**config.mk**
```make
export PLATFORM = sky130hd
export DESIGN_NAME = capture_ctrl
export DESIGN_NICKNAME = d
export VERILOG_FILES = /design/src/rtl/capture_ctrl.sv
export SDC_FILE = /design/constraint.sdc
export NUM_CORES = 1
export LEC_CHECK = 0
export CAP_MARGIN = 10
export CORE_ASPECT_RATIO = 0.9
export CORE_MARGIN = 4
export CORE_UTILIZATION = 52
export CTS_CLUSTER_DIAMETER = 120
export DETAILED_ROUTE_END_ITERATION = 12
export PLACE_DENSITY = 0.95
export SLEW_MARGIN = 20
export SYNTH_ARGS = -nofsm -noshare
export SYNTH_HDL_FRONTEND = slang
export SYNTH_SLANG_ARGS = --single-unit
```
**constraint.sdc**
```tcl
create_clock -name clk_i -period 4.9 [get_ports clk_i]
set_input_delay 0.49 -clock clk_i [delete_from_list [all_inputs] [get_ports clk_i]]
set_output_delay 0.49 -clock clk_i [all_outputs]
set_load 0.03 [all_outputs]
```
**src/rtl/capture_ctrl.sv**
```systemverilog
// capture_ctrl: arm / pre-trigger fill / post-trigger delay / newest-first
// readout sequencer between trigger unit, sample RAM and UART TX path.
module capture_ctrl #(
  parameter int unsigned ADDR_W = 10
) (
  input  logic              clk_i,
  input  logic              rst_i,
  input  logic [31:0]       cmd_i,
  input  logic              set_cnt_i,
  input  logic              arm_i,
  input  logic              abort_i,
  input  logic              run_i,
  input  logic              stb_i,
  input  logic [31:0]       smpls_i,
  output logic              we_o,
  output logic [ADDR_W-1:0] waddr_o,
  output logic [31:0]       wdata_o,
  output logic [ADDR_W-1:0] raddr_o,
  input  logic [31:0]       rdata_i,
  output logic              tx_vld_o,
  output logic [31:0]       tx_data_o,
  input  logic              tx_rdy_i,
  output logic              armed_o,
  output logic              busy_o
);

  typedef enum logic [2:0] {
    IDLE,
    ARMED,
    DELAY,
    RD_REQ,
    RD_WAIT,
    RD_OUT
  } state_t;

  state_t            state, state_n;
  logic [ADDR_W-1:0] wptr, wptr_n;
  logic [ADDR_W-1:0] rptr, rptr_n;
  logic [17:0]       dcnt, dcnt_n, dcnt_inc;
  logic [17:0]       rem, rem_n;
  logic [17:0]       ndly, nrd;
  logic [15:0]       r_fld, r_fld_n;
  logic [15:0]       d_fld, d_fld_n;
  logic              tx_vld, tx_vld_n;
  logic [31:0]       tx_data, tx_data_n;
  logic              wr_en;

  // (field+1)*4 in 18 bits; field=0xFFFF wraps to 0, i.e. 2^18 samples.
  assign ndly     = {d_fld, 2'b00} + 18'd4;
  assign nrd      = {r_fld, 2'b00} + 18'd4;
  assign dcnt_inc = dcnt + 18'd1;

  // Samples are only written while capturing; elsewhere strobes are dropped.
  assign wr_en = stb_i && !rst_i && ((state == ARMED) || (state == DELAY));

  assign we_o      = wr_en;
  assign waddr_o   = wptr;
  assign wdata_o   = smpls_i;
  assign raddr_o   = rptr;
  assign tx_vld_o  = tx_vld;
  assign tx_data_o = tx_data;
  assign armed_o   = (state == ARMED);
  assign busy_o    = (state != IDLE);

  // Next-state and datapath updates; defaults hold every register.
  always_comb begin
    state_n   = state;
    wptr_n    = wptr;
    rptr_n    = rptr;
    dcnt_n    = dcnt;
    rem_n     = rem;
    r_fld_n   = r_fld;
    d_fld_n   = d_fld;
    tx_vld_n  = tx_vld;
    tx_data_n = tx_data;

    if (wr_en) begin
      wptr_n = wptr + 1'b1;
    end

    case (state)
      IDLE: begin
        if (set_cnt_i) begin
          r_fld_n = cmd_i[15:0];
          d_fld_n = cmd_i[31:16];
        end
        if (arm_i) begin
          state_n = ARMED;
        end
      end
      ARMED: begin
        // A sample in the trigger cycle is stored but not counted.
        if (run_i) begin
          state_n = DELAY;
          dcnt_n  = '0;
        end
      end
      DELAY: begin
        if (stb_i) begin
          dcnt_n = dcnt_inc;
          if (dcnt_inc == ndly) begin
            state_n = RD_REQ;
            rptr_n  = wptr;
            rem_n   = nrd;
          end
        end
      end
      RD_REQ: begin
        state_n = RD_WAIT;
      end
      RD_WAIT: begin
        tx_data_n = rdata_i;
        tx_vld_n  = 1'b1;
        state_n   = RD_OUT;
      end
      RD_OUT: begin
        if (tx_rdy_i) begin
          tx_vld_n = 1'b0;
          rem_n    = rem - 18'd1;
          rptr_n   = rptr - 1'b1;
          state_n  = (rem == 18'd1) ? IDLE : RD_REQ;
        end
      end
      default: begin
        state_n = IDLE;
      end
    endcase

    if (abort_i) begin
      state_n  = IDLE;
      tx_vld_n = 1'b0;
    end
  end

  // State and datapath registers with synchronous reset.
  always_ff @(posedge clk_i) begin
    if (rst_i) begin
      state   <= IDLE;
      wptr    <= '0;
      rptr    <= '0;
      dcnt    <= '0;
      rem     <= '0;
      r_fld   <= '0;
      d_fld   <= '0;
      tx_vld  <= 1'b0;
      tx_data <= '0;
    end else begin
      state   <= state_n;
      wptr    <= wptr_n;
      rptr    <= rptr_n;
      dcnt    <= dcnt_n;
      rem     <= rem_n;
      r_fld   <= r_fld_n;
      d_fld   <= d_fld_n;
      tx_vld  <= tx_vld_n;
      tx_data <= tx_data_n;
    end
  end

endmodule

```
==> flow_metrics.tcl, run 1 <==
set metrics [dict create \
    worstSetupEndpointType "output pin" \
    postSynth.asyncResetShare 0 \
    fin_ws_ns 1.294 \
    swShare 0.2212 \
    ctsResizeCount 0 \
    synth_ff_type "dfxtp_1" \
    r2r.worst_path.cells 10 \
    syn_area_um2 6798 \
    vias_per_cell 5.870 \
    post-place-ws_ns 1.401 \
    min_path_type "flip-flop to flip-flop" \
    fin_util 0.6685 \
    rrSetupSlack_ns 1.32 \
    post-dp-hpwl_um 12290 \
    die_h_um 116.5 \
    synth_cell_types 50 \
    hold_violations 0 \
    holdWs_ns 0.4533 \
    layout_commonest_cell "nand2_1" \
    die_x_um 128.5 \
    synth_top_cell_by_area "dfxtp_1" \
    p_int_mw 1.994 \
    criticalPathCategory "flip-flop to output pin" \
    hold_path_depth 2 \
    most-common-layout-cells "nand2_1, a21oi_1, clkdlybuf4s50_1" \
    grt_pass1_wl_um 30150 \
    post-route-period-util 0.7360 \
    vias 6815 \
    synth_fp_nets 1029 \
    max_freq_mhz 277.3 \
    gr-total-overflow 0 \
    first_iter_violations 690 \
    netlist.area_leader.share 0.3652 \
    cts_tree "yes" \
    start_util 0.5337 \
    worstSetupStartpointType "flip-flop" \
    relSlewSlack 0.3505 \
    powerDensity_nw_per_um2 300.7 \
    ios 192 \
    power_frac_seq 0.411 \
    nets 1095 \
    cap_violations 0 \
    cts_made_buffers 17 \
    dr.pass1.iters 6 \
    clockBufferDepth 2 \
    yosys-top-cells-area "dfxtp_1, nand2_1, a21oi_1" \
    pwr-share-comb 0.070 \
    yosys_warnings 0 \
    synth_area_per_cell_um2 7.405 \
    cts_sinks 124 \
    synth-seq-cells 124 \
    drt-total-wl_um 18470 \
    syn-instance-count 918 \
    drc 0 \
    worstPathMaxFanout 12 \
    synth_edf_count 0 \
    setup_viol 0 \
    critPathRequiredTime_ns 4.41 \
    place_inst 1128 \
    std_cell_rows 39 \
    min_period_ns 3.606 \
    postRouteAntennaNets 0 \
    holdBufCountCts 0 \
    min_from "tx_data_o[10]" \
    globalplace.congestion 0.9288 \
    seq_area_frac_synth 0.3652 \
    arrival_ns 3.12 \
    portBuffers 127 \
    antennaDiodeCount 0 \
    routedWlPerCell_um 15.90 \
    clk_latency_ns 0.42 \
    antenna_found_initial 0 \
    drive_above_1_share 0.04915 \
    post_cts_buffers 0 \
    grt_pass1_vias 6411 \
    dieArea_um2 14970 \
    tightest_slew_ns 0.9719 \
    fin_setup_tns_ns 0 \
    cts_htree_levels 4 \
    coreArea_um2 12740 \
    hold_end "tx_data_o[10]" \
    path_cells "nor3b_1 > o21ai_0 > nor2_1 > clkdlybuf4s50_1" \
    final-instance-count-excl-fill 1161 \
    switchingPower_uw 566.4 \
    clkPwrFrac 0.518 \
    grtUsageTotal 0.2461 \
    r2r_start "dcnt[0]" \
    path_clk_slew_ns 0.06 \
    rsz0062_at_grt "false" \
    cp_slowest_stage_delay_ns 0.82 \
    status "complete, no violations" \
    clockRootBuffer "clkbuf_16" \
    p_leak_nw 3.025 \
    r2r_end "raddr_o[0]" \
    slew_viol_final 0 \
    finalClockSkew_ns 0.007566 \
    peakVddDrop_mv 0.2539 \
    grt_max_degree 69 \
    cp_slowest_cell "nor3b_1" \
    areaGrowthSynthToFinish_pct 25.25 \
]
cell families (layout without fill, tap and decap cells):
logic type,count (synthesis),in the layout,synth area share
buffers and inverters,101,180,0.07602
DFF,124,124,0.3652
AOI/OAI and AO/OA,218,218,0.1863
and+or+nand+nor,412,412,0.2792
xor gates and xnor gates,55,55,0.07896
muxes,1,1,0.001473
adders and majority gates,7,7,0.01288
power by group through the flow:
stage / logic, mW / registers [mW] / clock network [mW]
floorplan: 0.150 / 1.07 / 0
global placement: 0.174 / 1.07 / 0
detailed placement: 0.177 / 1.07 / 0
CTS: 0.179 / 1.05 / 1.34
global route: 0.197 / 1.06 / 1.39
finish: 0.180 / 1.05 / 1.33
synthesized netlist by cell type (15+ instances only):
| cell | count |
|---|---|
| o2bb2ai_1 | 18 |
| xor2_1 | 23 |
| nand3_1 | 33 |
| nor4_1 | 18 |
| nand2_1 | 192 |
| dfxtp_1 | 124 |
| nor2_1 | 81 |
| xnor2_1 | 28 |
| o21ai_0 | 24 |
| buf_4 | 36 |
| and3_1 | 15 |
| a21oi_1 | 136 |
| clkbuf_1 | 49 |
| nor3_1 | 21 |
worst max-delay path: cells and delay by family (launching register included):
family,cells,cell delay (ns)
AO/OA/AOI/OAI,1,0.41
buffers and inverters,1,0.70
flip-flops,1,0.56
AND/OR/NAND/NOR,2,1.01
worst max path at each step:
| stage | startpoint | endpoint | slack, ns |
|---|---|---|---|
| 3_5_place_dp | dcnt[0] | raddr_o[0] | 1.40 |
| 3_3_place_gp | dcnt[0] | raddr_o[0] | 1.50 |
| 4_1_cts | state[1] | we_o | 1.36 |
| 6_report | state[1] | we_o | 1.29 |
| 2_1_floorplan | state[1] | we_o | 2.22 |
| 5_1_grt | dcnt[0] | raddr_o[0] | 1.05 |
metal layers:
metal / track usage / vias to the layer above / routed length [µm]
met1: 0.3118 / 3148 / 7853
met2: 0.4120 / 325 / 8812
li1: - / 3296 / -
met4: 0.08328 / 0 / 330
met5: 0 / - / 0
met3: 0.06264 / 46 / 1469
flip-flops by register name, indices dropped and copies added (netlist names):
register and flops:
tx_data_o 32, dcnt 18, rem 18, d_fld 16, r_fld 16, raddr_o 10
waddr_o 10, state 3, tx_vld_o 1
per-stage QoR:
step                      total power, mW  area [µm²]
after global placement              1.247        7866
after floorplan                     1.216        6798
after global routing                2.639        8514
after detailed placement            1.251        7866
after CTS                           2.570        8492
final                               2.560        8514
layout make-up:
cell class | count | area (µm²)
fillers | 1005 | 4222
multi-input cells | 693 | 3816
flip-flops and latches | 124 | 2482
repair buffers | 135 | 1336
clock buffers | 20 | 456.7
well taps | 164 | 205.2
clock inverters | 12 | 168.9
inverters | 13 | 48.80
Note: power is estimated with default switching activity, not from simulation.
==> inputs of run 2 (changes only) <==
CORE_UTILIZATION = 44   (was 52)
PLACE_DENSITY = 0.88   (was 0.95)
clock period = 3.17 ns   (was 4.9 ns; I/O delays follow)
==> flow_metrics.tcl, run 2 (same netlist as run 1, synthesis figures left out) <==
set metrics [dict create \
    worstSetupStartpointType "flip-flop" \
    p_leak_nw 3.066 \
    fillers 1317 \
    cts_made_buffers 17 \
    max_freq_mhz 338.2 \
    hold_violations 0 \
    cts_sinks 124 \
    post-route-period-util 0.9328 \
    nets 1109 \
    r2r.worst_path.cells 8 \
    r2r_start "d_fld[0]" \
    die_x_um 139.0 \
    holdBufCountCts 0 \
    min_path_type "input pin to flip-flop" \
    criticalPathCategory "flip-flop to output pin" \
    areaGrowthSynthToFinish_pct 26.62 \
    status "complete, no violations" \
    multi_input_area_um2 3815 \
    worstSetupEndpointType "output pin" \
    post-dp-hpwl_um 12750 \
    rsz0062_at_grt "false" \
    swShare 0.2527 \
    cts_tree "yes" \
    placed_area_um2 8034 \
    worstPathMaxFanout 14 \
    most-common-layout-cells "nand2_1, a21oi_1, clkdlybuf4s50_1" \
    cp-startpoint "state[0]" \
    drt-total-wl_um 18440 \
    p_int_mw 2.832 \
    design_area_um2 8607 \
    antenna_found_initial 0 \
    critPathRequiredTime_ns 2.85 \
    relSlewSlack 0.2706 \
    arrival_ns 2.64 \
    std_cell_rows 42 \
    power_frac_seq 0.429 \
    grtUsageTotal 0.2064 \
    first_iter_violations 709 \
    antennaDiodeCount 0 \
    post_cts_buffers 0 \
    r2r_end "raddr_o[3]" \
    vias_per_cell 5.549 \
    gr-total-overflow 0 \
    globalplace.congestion 0.9156 \
    path_clk_slew_ns 0.06 \
    seqCellArea_um2 2482 \
    setup_viol 0 \
    clockRootBuffer "clkbuf_16" \
    clockBufferDepth 2 \
    grt_pass1_vias 6231 \
    switchingPower_uw 957.6 \
    vias 6709 \
    clk_latency_ns 0.43 \
    drc 0 \
    rrSetupSlack_ns 0.23 \
    postRouteAntennaNets 0 \
    die_h_um 125.9 \
    pwr-share-comb 0.077 \
    fin_util 0.5767 \
    portBuffers 127 \
    ios 192 \
    cap_violations 0 \
    routedWlPerCell_um 15.25 \
    drive_above_1_share 0.06231 \
    clkPwrFrac 0.494 \
    min_period_ns 2.957 \
    dr.pass1.iters 7 \
    slew_viol_final 0 \
    layout_commonest_cell "nand2_1" \
    coreArea_um2 14920 \
    fin_setup_tns_ns 0 \
    grt_pass1_wl_um 30420 \
    powerDensity_nw_per_um2 440.2 \
    grt_max_degree 79 \
    finalClockSkew_ns 0.01249 \
    dieArea_um2 17500 \
    largest_register_ffs 32 \
    place_inst 1177 \
    final-instance-count-excl-fill 1209 \
    crit_end "we_o" \
    tightest_slew_ns 1.094 \
    peakVddDrop_mv 0.3440 \
    start_util 0.4555 \
    cts_htree_levels 4 \
]
run 2: cell types whose count changed in the layout (fill, tap and decap cells not counted), sizes merged:
cell,previous run,this run
clkbuf,20,18
buf,9,23
bufinv,4,1
inv,13,18
run 2: layout make-up:
| class | count | share of cell area |
|---|---|---|
| Sequential cell | 124 | 0.2884 |
| Inverter | 13 | 0.005669 |
| Tap cell | 198 | 0.02878 |
| Clock buffer | 18 | 0.04986 |
| Clock inverter | 14 | 0.01599 |
| Multi-Input combinational cell | 693 | 0.4432 |
| Timing Repair Buffer | 149 | 0.1680 |
run 2: critical path, stage by stage, from the launching register on:
cell             delay, ns
dfxtp_1               0.59
nor3b_2               0.41
o21ai_0               0.26
nor2_1                0.22
clkdlybuf4s50_1       0.73
run 2: repair_timing:
| action | CTS | global route |
|---|---|---|
| setup endpoints to repair | 1 | 1 |
| gates cloned | 0 | 0 |
| resized for setup | 1 | 1 |
run 2: worst min-delay path by stage:
stage	start	endpoint	slack, ns	depth (start not counted)
2_1_floorplan	abort_i	state[2]	0.40	1
3_3_place_gp	tx_data_o[28]	tx_data_o[28]	0.44	2
3_5_place_dp	tx_data_o[5]	tx_data_o[5]	0.45	2
4_1_cts	rst_i	r_fld[14]	0.38	2
5_1_grt	rst_i	rem[14]	0.41	2
6_report	rst_i	r_fld[4]	0.39	2
run 2: power by group through the flow:
stage | Sequential [mW] | Clock, mW | Combinational (mW)
after CTS | 1.62 | 1.89 | 0.292
after detailed placement | 1.66 | 0 | 0.288
final | 1.63 | 1.87 | 0.293
after global routing | 1.63 | 1.96 | 0.320
after global placement | 1.66 | 0 | 0.284
after floorplan | 1.65 | 0 | 0.231
run 2: per-layer routing:
| metal | track usage | vias up | wire, µm |
|---|---|---|---|
| li1 | - | 3317 | - |
| met1 | 0.2786 | 3076 | 8267 |
| met2 | 0.3273 | 285 | 8473 |
| met3 | 0.04587 | 31 | 1374 |
| met4 | 0.07307 | 0 | 326 |
| met5 | 0 | - | 0 |
run 2: per-stage QoR:
| stage | setup slack, ns | hold WS, ns | power [mW] |
|---|---|---|---|
| detailed placement | 0.2648 | 0.4469 | 1.946 |
| CTS | 0.2170 | 0.3826 | 3.806 |
| finish | 0.2130 | 0.3886 | 3.789 |
| global placement | 0.3571 | 0.4410 | 1.939 |
| floorplan | 0.5077 | 0.3963 | 1.880 |
| global route | 0.02315 | 0.4123 | 3.907 |
==> inputs of run 3 (changes only) <==
ABC_CLOCK_PERIOD_IN_PS = 3170   (was unset)
==> results of run 3 <==
Same layout as run 2: the final DEF is identical, and so are final timing and power.
